## src/rtl/flash_read_ctrl_if.sv

```systemverilog
// Bus bundle between the SPI-flash read master and its surroundings.
// The master modport is the controller's view; slave is the testbench/consumer view.
interface flash_read_ctrl_if;
   logic        key_flag;
   logic [23:0] rd_addr;
   logic        miso;
   logic        sck;
   logic        cs_n;
   logic        mosi;
   logic [7:0]  rd_data;
   logic        rd_valid;
   logic        busy;
   logic        rd_done;

   modport master (
      input  key_flag, rd_addr, miso,
      output sck, cs_n, mosi, rd_data, rd_valid, busy, rd_done
   );

   modport slave (
      output key_flag, rd_addr, miso,
      input  sck, cs_n, mosi, rd_data, rd_valid, busy, rd_done
   );
endinterface

```

## src/rtl/flash_read_ctrl.sv

```systemverilog
// SPI-flash read master (mode 0): sends READ + 24-bit address, then clocks RD_LEN bytes in.
// Every bus output is registered and computed from the next-state/counter values.
//
// state | meaning
// IDLE  | cs_n high, waiting for key_flag
// SETUP | one slot with cs_n low, sck idle
// CMD   | one slot shifting RD_CMD out
// ADDR  | three slots shifting addr[23:16], [15:8], [7:0]
// DATA  | RD_LEN slots shifting bytes in from miso
// HOLD  | one slot with cs_n low; rd_done strobes on its last cycle
module flash_read_ctrl #(
   parameter int unsigned RD_LEN = 16,
   parameter logic [7:0]  RD_CMD = 8'h03
) (
   input  logic                sys_clk,
   input  logic                sys_rst_n,
   flash_read_ctrl_if.master   bus
);

   typedef enum logic [2:0] {
      IDLE  = 3'd0,
      SETUP = 3'd1,
      CMD   = 3'd2,
      ADDR  = 3'd3,
      DATA  = 3'd4,
      HOLD  = 3'd5
   } state_t;

   localparam logic [7:0] LAST_DATA = 8'(RD_LEN - 1);

   state_t      state_q, state_d;
   logic [4:0]  cnt_clk_q, cnt_clk_d;
   logic [7:0]  cnt_byte_q, cnt_byte_d;
   logic [23:0] addr_q;
   logic [7:0]  shift_q;
   logic        sck_q, cs_n_q, mosi_q, rd_valid_q, busy_q, rd_done_q;
   logic [7:0]  rd_data_q;

   logic        slot_end;
   logic        shifting_d;
   logic [7:0]  tx_byte;
   logic        tx_bit;

   always_comb begin
      state_d    = state_q;
      cnt_clk_d  = '0;
      cnt_byte_d = cnt_byte_q;
      slot_end   = (cnt_clk_q == 5'd31);
      if (state_q == IDLE) begin
         cnt_byte_d = '0;
         if (bus.key_flag) state_d = SETUP;
      end else begin
         cnt_clk_d = cnt_clk_q + 5'd1;
         if (slot_end) begin
            cnt_byte_d = '0;
            case (state_q)
               SETUP:   state_d = CMD;
               CMD:     state_d = ADDR;
               ADDR: begin
                  if (cnt_byte_q == 8'd2) state_d = DATA;
                  else                    cnt_byte_d = cnt_byte_q + 8'd1;
               end
               DATA: begin
                  if (cnt_byte_q == LAST_DATA) state_d = HOLD;
                  else                         cnt_byte_d = cnt_byte_q + 8'd1;
               end
               HOLD:    state_d = IDLE;
               default: state_d = IDLE;
            endcase
         end
      end
   end

   // Byte on the wire for the upcoming cycle; DATA/SETUP/HOLD/IDLE drive zeros.
   always_comb begin
      tx_byte = 8'h00;
      case (state_d)
         CMD: tx_byte = RD_CMD;
         ADDR: begin
            case (cnt_byte_d)
               8'd0:    tx_byte = addr_q[23:16];
               8'd1:    tx_byte = addr_q[15:8];
               default: tx_byte = addr_q[7:0];
            endcase
         end
         default: tx_byte = 8'h00;
      endcase
      tx_bit     = tx_byte[3'd7 - cnt_clk_d[4:2]];
      shifting_d = (state_d == CMD) || (state_d == ADDR) || (state_d == DATA);
   end

   always_ff @(posedge sys_clk or negedge sys_rst_n) begin
      if (!sys_rst_n) begin
         state_q    <= IDLE;
         cnt_clk_q  <= '0;
         cnt_byte_q <= '0;
         addr_q     <= '0;
         shift_q    <= '0;
         sck_q      <= 1'b0;
         cs_n_q     <= 1'b1;
         mosi_q     <= 1'b0;
         rd_data_q  <= '0;
         rd_valid_q <= 1'b0;
         busy_q     <= 1'b0;
         rd_done_q  <= 1'b0;
      end else begin
         state_q    <= state_d;
         cnt_clk_q  <= cnt_clk_d;
         cnt_byte_q <= cnt_byte_d;
         cs_n_q     <= (state_d == IDLE);
         busy_q     <= (state_d != IDLE);
         sck_q      <= shifting_d & cnt_clk_d[1];
         mosi_q     <= tx_bit;
         // rd_done lands on the final HOLD cycle so a coincident key_flag is not in IDLE
         rd_done_q  <= (state_d == HOLD) && (cnt_clk_d == 5'd31);
         rd_valid_q <= 1'b0;
         if (state_q == IDLE && bus.key_flag) addr_q <= bus.rd_addr;
         if (state_q == DATA && cnt_clk_q[1:0] == 2'd2) begin
            shift_q <= {shift_q[6:0], bus.miso};
            if (cnt_clk_q[4:2] == 3'd7) begin
               rd_data_q  <= {shift_q[6:0], bus.miso};
               rd_valid_q <= 1'b1;
            end
         end
      end
   end

   assign bus.sck      = sck_q;
   assign bus.cs_n     = cs_n_q;
   assign bus.mosi     = mosi_q;
   assign bus.rd_data  = rd_data_q;
   assign bus.rd_valid = rd_valid_q;
   assign bus.busy     = busy_q;
   assign bus.rd_done  = rd_done_q;

endmodule

```

## src/flat_wrapper.sv

```systemverilog
// flat-port wrapper written by rule: the top's interface ports become plain ports
module flash_read_ctrl_flat 
#(
   parameter int unsigned RD_LEN = 16,
   parameter logic [7:0]  RD_CMD = 8'h03
)
  (sys_clk, sys_rst_n, bus_key_flag, bus_rd_addr, bus_miso, bus_sck, bus_cs_n, bus_mosi, bus_rd_data, bus_rd_valid, bus_busy, bus_rd_done);
  flash_read_ctrl_if bus_i ();
  input  logic sys_clk;
  input  logic sys_rst_n;
  input wire logic [$bits(bus_i.key_flag)-1:0] bus_key_flag;
  input wire logic [$bits(bus_i.rd_addr)-1:0] bus_rd_addr;
  input wire logic [$bits(bus_i.miso)-1:0] bus_miso;
  output wire logic [$bits(bus_i.sck)-1:0] bus_sck;
  output wire logic [$bits(bus_i.cs_n)-1:0] bus_cs_n;
  output wire logic [$bits(bus_i.mosi)-1:0] bus_mosi;
  output wire logic [$bits(bus_i.rd_data)-1:0] bus_rd_data;
  output wire logic [$bits(bus_i.rd_valid)-1:0] bus_rd_valid;
  output wire logic [$bits(bus_i.busy)-1:0] bus_busy;
  output wire logic [$bits(bus_i.rd_done)-1:0] bus_rd_done;
  assign bus_i.key_flag = bus_key_flag;
  assign bus_i.rd_addr = bus_rd_addr;
  assign bus_i.miso = bus_miso;
  assign bus_sck = bus_i.sck;
  assign bus_cs_n = bus_i.cs_n;
  assign bus_mosi = bus_i.mosi;
  assign bus_rd_data = bus_i.rd_data;
  assign bus_rd_valid = bus_i.rd_valid;
  assign bus_busy = bus_i.busy;
  assign bus_rd_done = bus_i.rd_done;
  flash_read_ctrl #(.RD_LEN(RD_LEN), .RD_CMD(RD_CMD)) u_core (.sys_clk(sys_clk), .sys_rst_n(sys_rst_n), .bus(bus_i));
endmodule
```

## config.mk

```make
export PLATFORM = sky130hd
export DESIGN_NAME = flash_read_ctrl_flat
export DESIGN_NICKNAME = d
export VERILOG_FILES = /design/src/rtl/flash_read_ctrl_if.sv /design/src/rtl/flash_read_ctrl.sv /design/src/flat_wrapper.sv
export SDC_FILE = /design/constraint.sdc
export NUM_CORES = 1
export LEC_CHECK = 0
export ABC_CLOCK_PERIOD_IN_PS = 3700
export BUFFER_PORTS_ARGS = -buffer_cell sky130_fd_sc_hd__buf_2
export CORE_UTILIZATION = 27
export CTS_CLUSTER_DIAMETER = 60
export DETAILED_ROUTE_END_ITERATION = 12
export PLACE_DENSITY_LB_ADDON = 0.15
export SLEW_MARGIN = 20
export SYNTH_ARGS = -nofsm -noshare
export SYNTH_HDL_FRONTEND = slang
export SYNTH_SLANG_ARGS = --single-unit
export TNS_END_PERCENT = 30
```

## constraint.sdc

```tcl
create_clock -name sys_clk -period 3.7 [get_ports sys_clk]
set_input_delay 0.37 -clock sys_clk [delete_from_list [all_inputs] [get_ports sys_clk]]
set_output_delay 0.37 -clock sys_clk [all_outputs]
set_load 0.01 [all_outputs]
```

# Word-level counts from Yosys, hierarchy flattened
# Index checks and enable logic that the tools add are counted.
[totals] out_inout_bits=14 in_bits=28 elab_cells=60 regBits=61
[classes] bitwise_logic=1 n_eq_ne=15 n_reduce_logical=10 magnitude_cmp=1 add_sub_neg=3 mux=18
[op_table] operator="8-bit case mux with 2 select lines" n=3
[op_table] operator="8-bit 2-to-1 mux" n=4
[op_table] operator="3-bit 2-to-1 mux" n=5
[op_table] operator="3-bit by 2-bit equality test with 1-bit output, second input constant" n=4
[op_table] operator="3-bit equality test, second input constant" n=4
[op_table] operator="3-bit case mux with 4 select lines" n=1
[op_table] operator="5-bit equality test, second input constant" n=2
[op_table] operator="8-bit by 1-bit adder with 8-bit output, second input constant" n=1
[op_table] operator="8-bit by 1-bit equality test with 1-bit output, second input constant" n=1
[op_table] operator="8-bit by 2-bit equality test with 1-bit output, second input constant" n=1
[op_table] operator="8-bit by 4-bit equality test with 1-bit output, second input constant" n=1
[op_table] operator="8-bit logical NOT" n=1
[op_table] operator="3-bit logical NOT" n=2
[op_table] operator="5-bit by 1-bit adder with 5-bit output, second input constant" n=1
[op_table] operator="5-bit 2-to-1 mux" n=1
[op_table] operator="3-bit by 4-bit < comparator with 1-bit output, second input constant" n=1
[op_table] operator="1-bit binary-select mux with 3-bit select" n=1
[op_table] operator="3-bit by 1-bit equality test with 1-bit output, second input constant" n=1
[op_table] operator="1-bit logical AND" n=3
[op_table] operator="1-bit 2-to-1 mux" n=3
[op_table] operator="3-bit nonzero test" n=1
[op_table] operator="3-bit subtractor, first input constant" n=1
[op_table] operator="2-bit equality test, second input constant" n=1
[op_table] operator="1-bit logical OR" n=2
[op_table] operator="other kinds (2)" n=2

# Logic depth before layout (Yosys ltp)
# Gate-level depths: netlist (run 1).
[depth] word_depth=10 mapped_depth=14 mapped_depth_nobuf=12

# Least setup slack after synthesis (run 1)
# Ideal clock, no wire load.
[synth_path] path_type="register to register" from="reg u_core.cnt_clk_q[0]" to="reg u_core.mosi_q, in the netlist u_core.bus.mosi" path_buffers=1 t_required_ps=3614 arrival_ps=2818 setup_slack_ps=796 path_stages_with_launch=13 setup_ps=86 period_less_slack_ps=2904 cell_sequence="dfrtp_1 > ha_1 > and3_1 > ha_1 > clkbuf_1 > nor4bb_1 > a22o_1 > a21oi_1 > o31ai_2 > nand2_1 > mux2i_1 > a211o_2 > a32oi_1"
[synth_between] elab_chain_cells=8 word_cells_on_any_way=16 classes_between="add/sub (2); eq/ne (4); mux (9); reduce/logical (1)"
[synth_rtl] item="start, declared" line="flash_read_ctrl.sv:32" text="logic [4:0] cnt_clk_q, cnt_clk_d;"
[synth_rtl] item="start signal, assigned" line="flash_read_ctrl.sv:108" text="cnt_clk_q <= cnt_clk_d;"
[synth_rtl] item="5-bit equality test" line="flash_read_ctrl.sv:48" text="slot_end = (cnt_clk_q == 5'd31);"
[synth_rtl] item="8-bit 2-to-1 mux" line="flash_read_ctrl.sv:54" text="if (slot_end) begin"
[synth_rtl] item="8-bit 2-to-1 mux" line="flash_read_ctrl.sv:49" text="if (state_q == IDLE) begin"
[synth_rtl] item="8-bit by 1-bit equality test with 1-bit output / 8-bit logical NOT (equally long branches)" line="flash_read_ctrl.sv:80" text="case (cnt_byte_d)"
[synth_rtl] item="8-bit case mux with 2 select lines" line="flash_read_ctrl.sv:80"
[synth_rtl] item="8-bit case mux with 2 select lines" line="flash_read_ctrl.sv:77" text="case (state_d)"
[synth_rtl] item="1-bit binary-select mux with 3-bit select (*)" line="flash_read_ctrl.sv:88" text="tx_bit = tx_byte[3'd7 - cnt_clk_d[4:2]];"
[synth_rtl] item="1-bit 2-to-1 mux (implied by the code) (*)" line="flash_read_ctrl.sv:88"
[synth_rtl] item="via u_core.tx_bit" line="flash_read_ctrl.sv:42" text="logic tx_bit;"
[synth_rtl] item="end signal, assigned" line="flash_read_ctrl.sv:113" text="mosi_q <= tx_bit;"
[synth_rtl] item="end, declared" line="flash_read_ctrl.sv:36" text="logic sck_q, cs_n_q, mosi_q, rd_valid_q, busy_q, rd_done_q;"
# Mark *: on every way through the listed nets, which the timed path passes. The rest lies on a longest branch. The select of a mux whose other input is x is not followed.
# A chain may end at the register's enable or synchronous reset.

# Final worst setup path (run 1)
# Ends and elaborated chain as after synthesis.

==> impl_results.md, run 1 <==
* Placer Congestion at 0.766
* Vias in the first global route at roughly 2,100
* Synth top area share at approximately 49%
* Leakage at approximately 1.8 nW
* Fin. Hold Viols at 0
* CTS Buf Count at 9
* Slew at the pin closest to its max-slew limit at 0.687 ns
* Clk_lat worst skew at about 0.32 ns
* Clock sinks at a little over 60
* Post-synthesis sequential area ratio at 49.5%
* Critical path startpoint category: flop
* Power after layout at ~1.8 mW
* CP Class: reg -> reg
* Worst Skew at 0.00314 ns
* Compound-Gate Fraction of Synth Area at 14.8%
* FP Rows at 38
* Pins over their slew limit at 0
* DRT iter0 DRCs at 106
* Max-cap violations at 0
* Critical path's largest stage delay at about 0.52 ns
* First-pass DRT Iterations at 4
* R2R Path Start: u_core.cnt_clk_q[0]
* Post-detail-place hpwl at 4870 um
* Syn Inst Count at ~260
* First-pass GRT wire length at 11,100 um
* CTS tree: done
* Crit Path Max Fanout at 18
* Vias at approximately 2,100
* Max rail drop VDD at 0.196 mV
* Netlist cell types at 65
* Antenna Violating Nets Remaining at 0
* Port Buffers at 41
* Synth Register Bits at around 60
* ANT cells at 0
* Most common cell on crit path: ha_1
* Die height at approximately 110 um
* Main combinational cell family by area after synthesis: compound AO/OA/AOI/OAI gates
* Reg2Reg Setup Slack at just under 0.3 ns
* FFs w/ async S/R, synth at 100%
* RSZ-0062 raised after global routing: no
* Critical Path AT at ~3.7 ns
* Final setup violation count at 0
* Post-route setup TNS at 0 ns
* Simple logic cell fraction of the synthesized area at ~13%
* EDFF count, synth at 0
* Synthesized area per cell at between 10 and 15 um2
* Root buffer cell: clkbuf_16
* WL/cell at between 10 and 15 um
* Die Wd at 109 um
* Top cells by area, synth: dfrtp_1 (49%), mux2_2 (13%), ha_1 (2.0%), nand2_1 (1.8%), nor2_1 (1.8%)
* Clock slew at reported path FFs at ~0.05 ns
* Post-synthesis adder-cell area fraction at 2.03%
* FF-to-FF End: u_core.bus.mosi
* XOR/XNOR Fraction of Synth Area at 2.84%
* Hold WS at approximately 0.25 ns
* Hold Path Class: in -> reg
* GRT Residual Overflow at 0
* Starting Density at 28.1%
* Reg2reg path depth at 11
* CTS H-tree lvls at 3
* Endpoint class of the critical path: flop
* Outcome: completed
* Main synth FF type: dfrtp_1
* Area after DPL at between 0.003 and 0.004 mm2
* Clock tree buffer depth at 2
* Syn Nets at approximately 290
* Via-to-Cell Ratio at approximately 4.8
* Max Freq at 0.293 GHz
* Data required, critical path at approximately 3.9 ns
* Final Cycle Share at between 90% and 100%
* Area delta synth->final at 23.9%
* Drt drc at 0
* Crit path cell chain: ha_1 > and3_1 > ha_1 > nor4bb_1 > a22o_1 > a21oi_1 > o31ai_2 > nand2_1 > mux2i_1 > a211o_2 > a32oi_1
* Hold Crit Depth at 3
* Synth Cell Area at between 0.003 and 0.004 mm2
* Initial antenna violation count at 0
* CTS resizes at 0
* Fin crit period at about 3.4 ns
* Post-Route WL at approximately 6700 um
* Post-synthesis mux area share at between 10% and 20%
* Core region area at between 0.01 and 0.015 mm2
* Final Cell Area at roughly 0.0038 mm2
* Relative max-transition margin at a little over half
* Largest net degree at the start of global routing at 45
* Hold path start: bus_rd_addr[10]
* Worst path slowest cell: ha_1
* Hold Path Sink: u_core.addr_q[10]
* Die Footprint at 0.0119 mm2
* Final nets at 336
* Area leader, netlist: dfrtp_1
* Yosys warns at 0
* I/O Pins at 42
* P per Cell Area at between 400 and 500 mW/mm2
* Total track usage at 12.6%
* Layout cells sized above 1 at about two fifths
[power by group]
group / internal (mW) / switching, mW / total (mW)
Sequential: 0.681 / 0.00777 / 0.689
Combinational: 0.0232 / 0.0231 / 0.0463
Clock: 0.744 / 0.304 / 1.05
Total: 1.45 / 0.335 / 1.78
[what timing repair did]
action	4_1_cts	5_1_grt
hold buffers	1	0
setup buffers	0	0
hold endpoints to repair	17	0
[worst max-delay path, delay by kind of cell (launching register included)]
kind	cells	cell delay [ns]
multiplexers	1	0.19
flip-flops	1	0.40
adder cells (fa/ha/maj)	2	0.72
AND/OR/NAND/NOR	3	0.75
AO/OA/AOI/OAI	5	1.25
[sequential cells by signal, indices dropped and copies added, names as in the netlist]
| name | count |
|---|---|
| u_core.bus.sck | 1 |
| u_core.bus.busy | 1 |
| u_core.cnt_clk_q | 5 |
| u_core.bus.rd_data | 8 |
| u_core.bus.rd_done | 1 |
| u_core.shift_q | 7 |
| u_core.addr_q | 24 |
| u_core.state_q | 3 |
| u_core.bus.cs_n | 1 |
| u_core.bus.mosi | 1 |
| u_core.bus.rd_valid | 1 |
| u_core.cnt_byte_q | 8 |
[cells in the final DEF, fill, tap and decap left out, types with 3 or more instances in the layout]
| master | count |
|---|---|
| a211o_1 | 3 |
| a21oi_1 | 9 |
| and2_1 | 4 |
| and3_1 | 4 |
| and4_1 | 4 |
| buf_2 | 41 |
| buf_4 | 3 |
| bufinv_16 | 4 |
| clkbuf_16 | 9 |
| dfrtp_1 | 60 |
| ha_1 | 5 |
| inv_1 | 9 |
| mux2_2 | 37 |
| mux2i_1 | 3 |
| nand2_1 | 15 |
| nand3_1 | 4 |
| nor2_1 | 15 |
| nor3_1 | 4 |
| o21ai_0 | 5 |
| xnor2_1 | 4 |
| xor2_1 | 6 |
[layout make-up]
type / count / area, um2
fillers: 1107 / 7160
flip-flops and latches: 61 / 1530
multi-input cells: 177 / 1480
clock buffers: 10 / 239
repair buffers: 45 / 238
well taps: 140 / 175
clock inverters: 6 / 134
inverters: 9 / 33.8
[cells in the mapped netlist, types with 3 or more instances]
cell	count
inv_1	9
nor2_1	15
xnor2_1	4
nand2_1	15
and4_1	4
dfrtp_1	60
and3_1	4
o21ai_0	5
xor2_1	6
mux2i_1	3
clkbuf_1	8
a211o_1	3
and2_1	4
buf_2	3
a21oi_1	9
mux2_2	37
nand3_1	4
ha_1	5
nor3_1	4
[through the flow]
stage / worst slack (ns) / std cells / utilization (%)
global route: 0.0436 / 448 / 34.8
detailed placement: 0.323 / 431 / 31.4
global placement: 0.367 / 431 / 31.4
CTS: 0.297 / 448 / 34.8
floorplan: 0.796 / 259 / -
finish: 0.289 / 448 / 34.8
[how the worst max path moves through the flow]
stage,from,endpoint,slack [ns],cells past startpoint
3_3_place_gp,u_core.cnt_clk_q[0],u_core.bus.mosi,0.37,11
3_5_place_dp,u_core.cnt_clk_q[0],u_core.bus.mosi,0.32,11
2_1_floorplan,u_core.cnt_clk_q[0],u_core.bus.mosi,0.80,12
4_1_cts,u_core.cnt_clk_q[0],u_core.bus.mosi,0.30,11
6_report,u_core.cnt_clk_q[0],u_core.bus.mosi,0.29,11
5_1_grt,u_core.cnt_clk_q[0],u_core.bus.mosi,0.04,11
[kinds of logic (layout without fill, tap and decap cells)]
family                     after synthesis  count (layout)
AOI/OAI and AO/OA                       52              52
xor gates and xnor gates                10              10
adders and majority gates                5               5
buffers and inverters                   21              70
DFF                                     61              61
muxes                                   40              40
and+or+nand+nor                         70              70
[per-layer routing]
layer	up-vias	GRT usage (%)	wire length, um
met5	-	0	0
met2	40	18.2	3010
li1	1048	-	-
met4	0	4.92	114
met1	1049	17.7	3250
met3	9	3.41	297
Note: power is estimated with default switching activity, not from simulation.
==> run 2: changes to the inputs <==
Settings changed: BUFFER_PORTS_ARGS -buffer_cell sky130_fd_sc_hd__buf_2 to -buffer_cell sky130_fd_sc_hd__buf_4.
==> impl_results.md, run 2 (synthesized netlist as in run 1, its figures left out) <==
* CTS tree: done
* Reg2reg path depth at 11 (unchanged)
* Port Buffers at 41 (unchanged)
* Post-Route WL at 6480 um (-2.9%)
* Post-route setup TNS at 0 ns (unchanged)
* Post-CTS Setup Inserts at 0 (unchanged)
* Top reg by flops: u_core.addr_q
* Layout cells sized above 1 at 38.4% (+0.049 points)
* Relative max-transition margin at 48.2% (-5.7 points)
* Crit path cell chain: ha_1 > and3_1 > ha_2 > nor4bb_1 > a22o_1 > a21oi_1 > o31ai_2 > nand2_1 > mux2i_1 > a211o_2 > a32oi_1
* Critical path startpoint category: flop
* Most frequent cells in the layout: dfrtp_1 (60), buf_4 (42), mux2_2 (37)
* P per Cell Area at 411 mW/mm2 (-12%)
* I/O Pins at 42 (unchanged)
* FF-to-FF End: u_core.bus.mosi
* GRT Residual Overflow at 0 (unchanged)
* Largest net degree at the start of global routing at 62 (+38%)
* Worst Skew at 0.00695 ns (+0.00381 ns)
* Root buffer cell: clkbuf_16
* Pins over their slew limit at 0 (unchanged)
* Via-to-Cell Ratio at 4.68 (-2.3%)
* Sw Pwr at 331 uW (-1.2%)
* Endpoint class of the critical path: flop
* Outcome: completed
* Worst path slowest cell: o31ai_2
* Die Footprint at 0.0119 mm2 (unchanged)
* Drt drc at 0 (unchanged)
* CTS H-tree lvls at 3 (unchanged)
* Sw Share at 20.9% (+2.2 points)
* Critical path's largest stage delay at 0.46 ns (-0.06 ns)
* ANT cells at 0 (unchanged)
* Post-layout util at 34.9% (+0.080 points)
* Int Pwr at 1.25 mW (-14%)
* DRT iter0 DRCs at 65 (-39%)
* CP Class: reg -> reg
* Slew at the pin closest to its max-slew limit at 0.777 ns (+0.0901 ns)
* Largest register FFs at 24 (unchanged)
* Die Wd at 109 um (unchanged)
* WL/cell at 14.6 um (-2.2%)
* CTS Buf Count at 9 (unchanged)
* Leakage at 1.80 nW (-1.9%)
* Clock sinks at 61 (unchanged)
* Data required, critical path at 3.94 ns (about the same)
* Final nets at 333 (-0.89%)
* Core region area at 0.0110 mm2 (unchanged)
* Vias at 2,083 (-2.9%)
* Final setup violation count at 0 (unchanged)
* Clock slew at reported path FFs at 0.05 ns (about the same)
* Clk_lat worst skew at 0.33 ns (about the same)
* Placer Congestion at 0.798 (+4.2%)
* Die height at 109 um (unchanged)
* Total track usage at 12.1% (-0.46 points)
* First-pass DRT Iterations at 4 (unchanged)
* Hold Path Class: in -> async
* Fin crit period at 3.25 ns (-0.160 ns)
* Commonest non-fill, non-tap cell in the layout: dfrtp_1
* RSZ-0062 raised after global routing: no
* Clock power share at 53.0% (-5.8 points)
* Starting Density at 28.1% (unchanged)
* Final Cycle Share at 87.9% (-4.3 points)
* Post-detail-place hpwl at 4660 um (-4.3%)
* Vias in the first global route at 2,083 (-1.7%)
* R2R Path Start: u_core.cnt_clk_q[0]
* Crit Path Max Fanout at 18 (unchanged)
* Initial antenna violation count at 0 (unchanged)
* Clock tree buffer depth at 2 (unchanged)
* Max rail drop VDD at 0.185 mV (-5.3%)
* Max-cap violations at 0 (unchanged)
* Sequential share of power at 43.7% (+5.1 points)
* Reg2Reg Setup Slack at 0.45 ns (+0.16 ns)
* Fin. Hold Viols at 0 (unchanged)
* Area delta synth->final at 24.2%
* Max Freq at 0.308 GHz (+4.9%)
* Power share of the combinational group at 3.3% (+0.7 points)
* First-pass GRT wire length at 10,700 um (-4.0%)
* Critical Path AT at 3.49 ns (-0.16 ns)
* Antenna Violating Nets Remaining at 0 (unchanged)
* FP Rows at 38 (unchanged)
## run 2: cell count changes in the layout (fill, tap and decap cells not counted), sizes merged
| cell | delta |
|---|---|
| bufinv | -3 |
| clkinvlp | +3 |
| buf | -2 |
| dlygate4sd3 | -1 |
## run 2: repair_timing
item / in CTS / in global routing
endpoints found under the setup margin: 0 / 1
gates resized for setup: 0 / 1
hold buffers: 0 / 0
## run 2: power groups by stage
stage,Combinational (mW),Sequential [mW],Clock (mW)
global placement,0.0541,0.701,0
global route,0.0598,0.690,0.893
floorplan,0.0161,0.698,0
CTS,0.0552,0.689,0.858
finish,0.0525,0.689,0.836
detailed placement,0.0549,0.701,0
## run 2: routing by layer
layer  part of all wire [%]  up-vias  track usage (%)
met5                      0        -                0
met4                    2.0        0             6.95
met3                    3.9        9             2.87
met2                     46       37             18.0
met1                     48     1003             16.1
li1                       -     1034                -
## run 2: worst max-delay path, delay by kind of cell, from the launching register on
kind | cells | cell delay, ns
AO/OA/AOI/OAI | 5 | 1.26
flip-flops | 1 | 0.40
adder cells (fa/ha/maj) | 2 | 0.57
AND/OR/NAND/NOR | 3 | 0.75
multiplexers | 1 | 0.18
## run 2: how the worst max path moves through the flow
| stage | from | end | slack (ns) | depth (start not counted) |
|---|---|---|---|---|
| finish | u_core.cnt_clk_q[0] | u_core.bus.mosi | 0.45 | 11 |
| global placement | u_core.cnt_clk_q[0] | u_core.bus.mosi | 0.39 | 11 |
| floorplan | u_core.cnt_clk_q[0] | u_core.bus.mosi | 0.80 | 12 |
| global route | u_core.cnt_clk_q[0] | u_core.bus.mosi | 0.12 | 11 |
| detailed placement | u_core.cnt_clk_q[0] | u_core.bus.mosi | 0.29 | 11 |
| CTS | u_core.cnt_clk_q[0] | u_core.bus.mosi | 0.24 | 11 |
## run 2: cell type report
type                    count  area (um2)
multi-input cells         177        1480
flip-flops and latches     61        1530
inverters                   9        33.8
clock inverters             6        62.6
fillers                  1100        7150
repair buffers             42         315
well taps                 140         175
clock buffers              10         239
## run 2: per-stage QoR
step                      hold slack, ns  area, um2  setup WS (ns)  cells  total power [mW]
after floorplan                   0.0744       3090          0.796    259             0.714
after global placement             0.493       3530          0.392    429             0.755
after detailed placement           0.496       3530          0.289    429             0.756
after CTS                          0.164       3830          0.237    445              1.60
after global routing               0.189       3830          0.125    445              1.64
final                              0.121       3830          0.449    445              1.58
==> run 3: changes to the inputs <==
Settings changed: ABC_AREA set to 1.
==> impl_results.md, run 3 <==
* Hold Path Class: in -> async
* Crit path cell chain: ha_1 > nand2_1 > nor2_1 > ha_1 > nand2_1 > nor2_1 > nand3b_1 > nand2_1 > inv_1 > nand3_1 > nand2_1 > nor2_4 > nand2_2 > nand2_1 > nand2_1 > a21oi_1 > nand2_1 > nand2_1 > nand2_1 > nand2_1 > nand2_1
* Top cells by count, synth: nand2_1 (77), dfrtp_1 (60), nand3_1 (38)
* Leakage at 1.93 nW (+7.4%)
* Drt drc at 0 (unchanged)
* CTS H-tree lvls at 3 (unchanged)
* P per Cell Area at 375 mW/mm2 (-8.8%)
* Netlist cell types at 29 (-55%)
* Pre-CTS setup slack at 0.604 ns (+0.314 ns)
* Max Freq at 0.322 GHz (+4.7%)
* Commonest non-fill, non-tap cell in the layout: nand2_1
* Area leader, netlist: dfrtp_1
* Max layer used: met4
* ANT cells at 0 (unchanged)
* Post-synthesis sequential area ratio at 51.5% (+2.0 points)
* RSZ-0062 raised after global routing: no
* Sw Pwr at 286 uW (-13%)
* Vias in the first global route at 2,234 (+7.2%)
* Pins over their slew limit at 0 (unchanged)
* Largest register FFs at 24 (unchanged)
* Most frequent cells in the layout: nand2_1 (77), dfrtp_1 (60), buf_4 (43)
* Power after layout at 1.37 mW (-13%)
* Routed wl met3 at 253 um (+0.40%)
* CTS resizes at 0 (unchanged)
* Clock power share at 48.7% (-4.3 points)
* CP Class: reg -> reg
* Antenna Violating Nets Remaining at 0 (unchanged)
* Synth top area share at 50.6% (+2.0 points)
* Main synth FF type: dfrtp_1
* Clock sinks at 61 (unchanged)
* Worst path slowest cell: ha_1
* Final setup violation count at 0 (unchanged)
* Sequential share of power at 48.8% (+5.1 points)
* CTS tree: done
* Starting Density at 28.2% (+0.11 points)
* Critical path's largest stage delay at 0.42 ns (-0.04 ns)
* Sw Share at 20.9% (about the same)
* Final WS setup at 0.594 ns (+0.145 ns)
* Routed met2 length at 2860 um (-3.8%)
* Die Footprint at 0.0114 mm2 (-3.9%)
* Critical path startpoint category: flop
* WL/cell at 12.5 um (-14%)
* Max-cap violations at 0 (unchanged)
* Fin. Hold Viols at 0 (unchanged)
* Relative max-transition margin at 47.3% (-0.89 points)
* Synthesized area per cell at 9.16 um2 (-23%)
* Most frequent cell after synthesis: nand2_1
* I/O Pins at 42 (unchanged)
* Top reg by flops: u_core.addr_q
* GRT Residual Overflow at 0 (unchanged)
* Synth Cell Area at 0.00297 mm2 (-3.9%)
* Met1 WL at 3150 um (+0.70%)
* Total track usage at 12.4% (+0.29 points)
* Via-to-Cell Ratio at 4.37 (-6.6%)
* Fillers at 1,084 (-1.5%)
* First-pass GRT wire length at 10,800 um (+1.0%)
* First-pass DRT Iterations at 4 (unchanged)
* Most common cell on crit path: nand2_1
* Post-CTS Setup Inserts at 0 (unchanged)
* Top cells by area, synth: dfrtp_1 (51%), mux2_2 (10%), nand2_1 (9.7%), nand3_1 (6.4%), inv_1 (4.3%)
* Core region area at 0.0105 mm2 (-4.3%)
* Clock tree buffer depth at 2 (unchanged)
* Int Pwr at 1.08 mW (-13%)
* Power share of the combinational group at 2.5% (-0.8 points)
* Die height at 107 um (-2.0%)
* Slew at the pin closest to its max-slew limit at 0.790 ns (+0.0134 ns)
* Placer Congestion at 0.801 (+0.34%)
* Clk_lat worst skew at 0.34 ns (about the same)
* Port Buffers at 41 (unchanged)
* Synth Register Bits at 61 (unchanged)
* FP Rows at 37 (-2.6%)
* Post-Route WL at 6390 um (-1.5%)
* Area delta synth->final at 22.8%
* Die Wd at 107 um (-2.0%)
* Clock slew at reported path FFs at 0.07 ns (+0.02 ns)
* DRT iter0 DRCs at 86 (+32%)
* Final nets at 404 (+21%)
* Endpoint class of the critical path: flop
* FFs w/ async S/R, synth at 100% (unchanged)
* Largest net degree at the start of global routing at 62 (unchanged)
* Data required, critical path at 3.93 ns (about the same)
* Worst Skew at 0.0153 ns (+0.00832 ns)
* Layout cells sized above 1 at 25.9% (-12 points)
* Initial antenna violation count at 0 (unchanged)
* Fin crit period at 3.11 ns (-0.145 ns)
* Vias at 2,233 (+7.2%)
* Max rail drop VDD at 0.143 mV (-23%)
* Outcome: completed
* Final Cycle Share at 84.0% (-3.9 points)
* Syn Inst Count at 324 (+25%)
* Yosys warns at 0 (unchanged)
* CTS Buf Count at 9 (unchanged)
* Syn Nets at 357 (+22%)
* Root buffer cell: clkbuf_8
* CTS Hold Bufs at 0 (unchanged)
* Post-route setup TNS at 0 ns (unchanged)
* Critical Path AT at 3.34 ns (-0.15 ns)
* Post-detail-place hpwl at 4620 um (-0.88%)
* Crit Path Max Fanout at 16 (-2)
* EDFF count, synth at 0 (unchanged)
-- run 3: cell count changes in the layout (fill, tap and decap cells not counted), moves of 9 or more --
cell       previous run  this run
nor2_1               15        27
clkbuf_8              1        10
clkbuf_16             9         0
mux2_2               37        27
inv_1                 9        34
nand3_1               4        38
nand2_1              15        77
-- run 3: through the flow --
stage | hold WS [ns] | instances | area (um2) | utilization, %
5_1_grt | 0.183 | 511 | 3640 | 34.7
4_1_cts | 0.144 | 511 | 3640 | 34.7
2_1_floorplan | 0.0744 | 324 | 2970 | -
6_report | 0.107 | 511 | 3640 | 34.7
3_5_place_dp | 0.474 | 496 | 3420 | 32.6
3_3_place_gp | 0.467 | 496 | 3420 | 32.6
-- run 3: path summary, 6_finish.rpt --
kind	startpoint	endpoint	slack, ns	depth (start not counted)
hold / removal	sys_rst_n	u_core.bus.busy	0.11	1
hold reg to reg	u_core.shift_q[4]	u_core.shift_q[4]	0.49	2
min in group sys_clk	bus_rd_addr[4]	u_core.addr_q[4]	0.26	2
setup reg to reg	u_core.cnt_clk_q[0]	u_core.bus.mosi	0.59	21
max in group asynchronous	sys_rst_n	u_core.shift_q[6]	3.06	1
setup / recovery	u_core.cnt_clk_q[0]	u_core.bus.mosi	0.59	21
-- run 3: final cells by class --
class	count	area (um2)	share of cell area [%]
well taps	136	170	4.67
repair buffers	43	323	8.86
clock inverters	5	83.8	2.30
inverters	34	128	3.50
flip-flops and latches	61	1530	41.9
multi-input cells	222	1270	34.9
clock buffers	10	138	3.78
-- run 3: kinds of logic (layout without fill, tap and decap cells) --
| logic type | after synthesis | after routing | share of synthesized area (%) |
|---|---|---|---|
| AND/OR/NAND/NOR | 159 | 159 | 24.5 |
| XOR/XNOR | 2 | 2 | 0.591 |
| adder cells (fa/ha/maj) | 5 | 5 | 2.11 |
| flip-flops | 61 | 61 | 51.5 |
| buffers and inverters | 41 | 92 | 5.61 |
| AO/OA/AOI/OAI | 29 | 29 | 5.40 |
| multiplexers | 27 | 27 | 10.2 |
-- run 3: power groups by stage --
stage          clock (mW)  sequential, mW  combinational, mW
2_1_floorplan           0           0.679           0.000574
3_3_place_gp            0           0.679             0.0371
3_5_place_dp            0           0.679             0.0371
4_1_cts             0.689           0.666             0.0371
5_1_grt             0.720           0.666             0.0399
6_report            0.666           0.667             0.0348
-- run 3: per-layer routing --
metal,GRT usage (%),vias up
met5,0,-
met4,4.60,0
met3,4.19,9
met2,18.8,35
met1,16.4,1044
li1,-,1145
-- run 3: critical path: cells and delay by family, from the launching register on --
family	cells	cell delay, ns
simple gates	17	1.85
fa+ha+maj	2	0.61
flops	1	0.39
compound gates	1	0.11
buf+inv	1	0.04
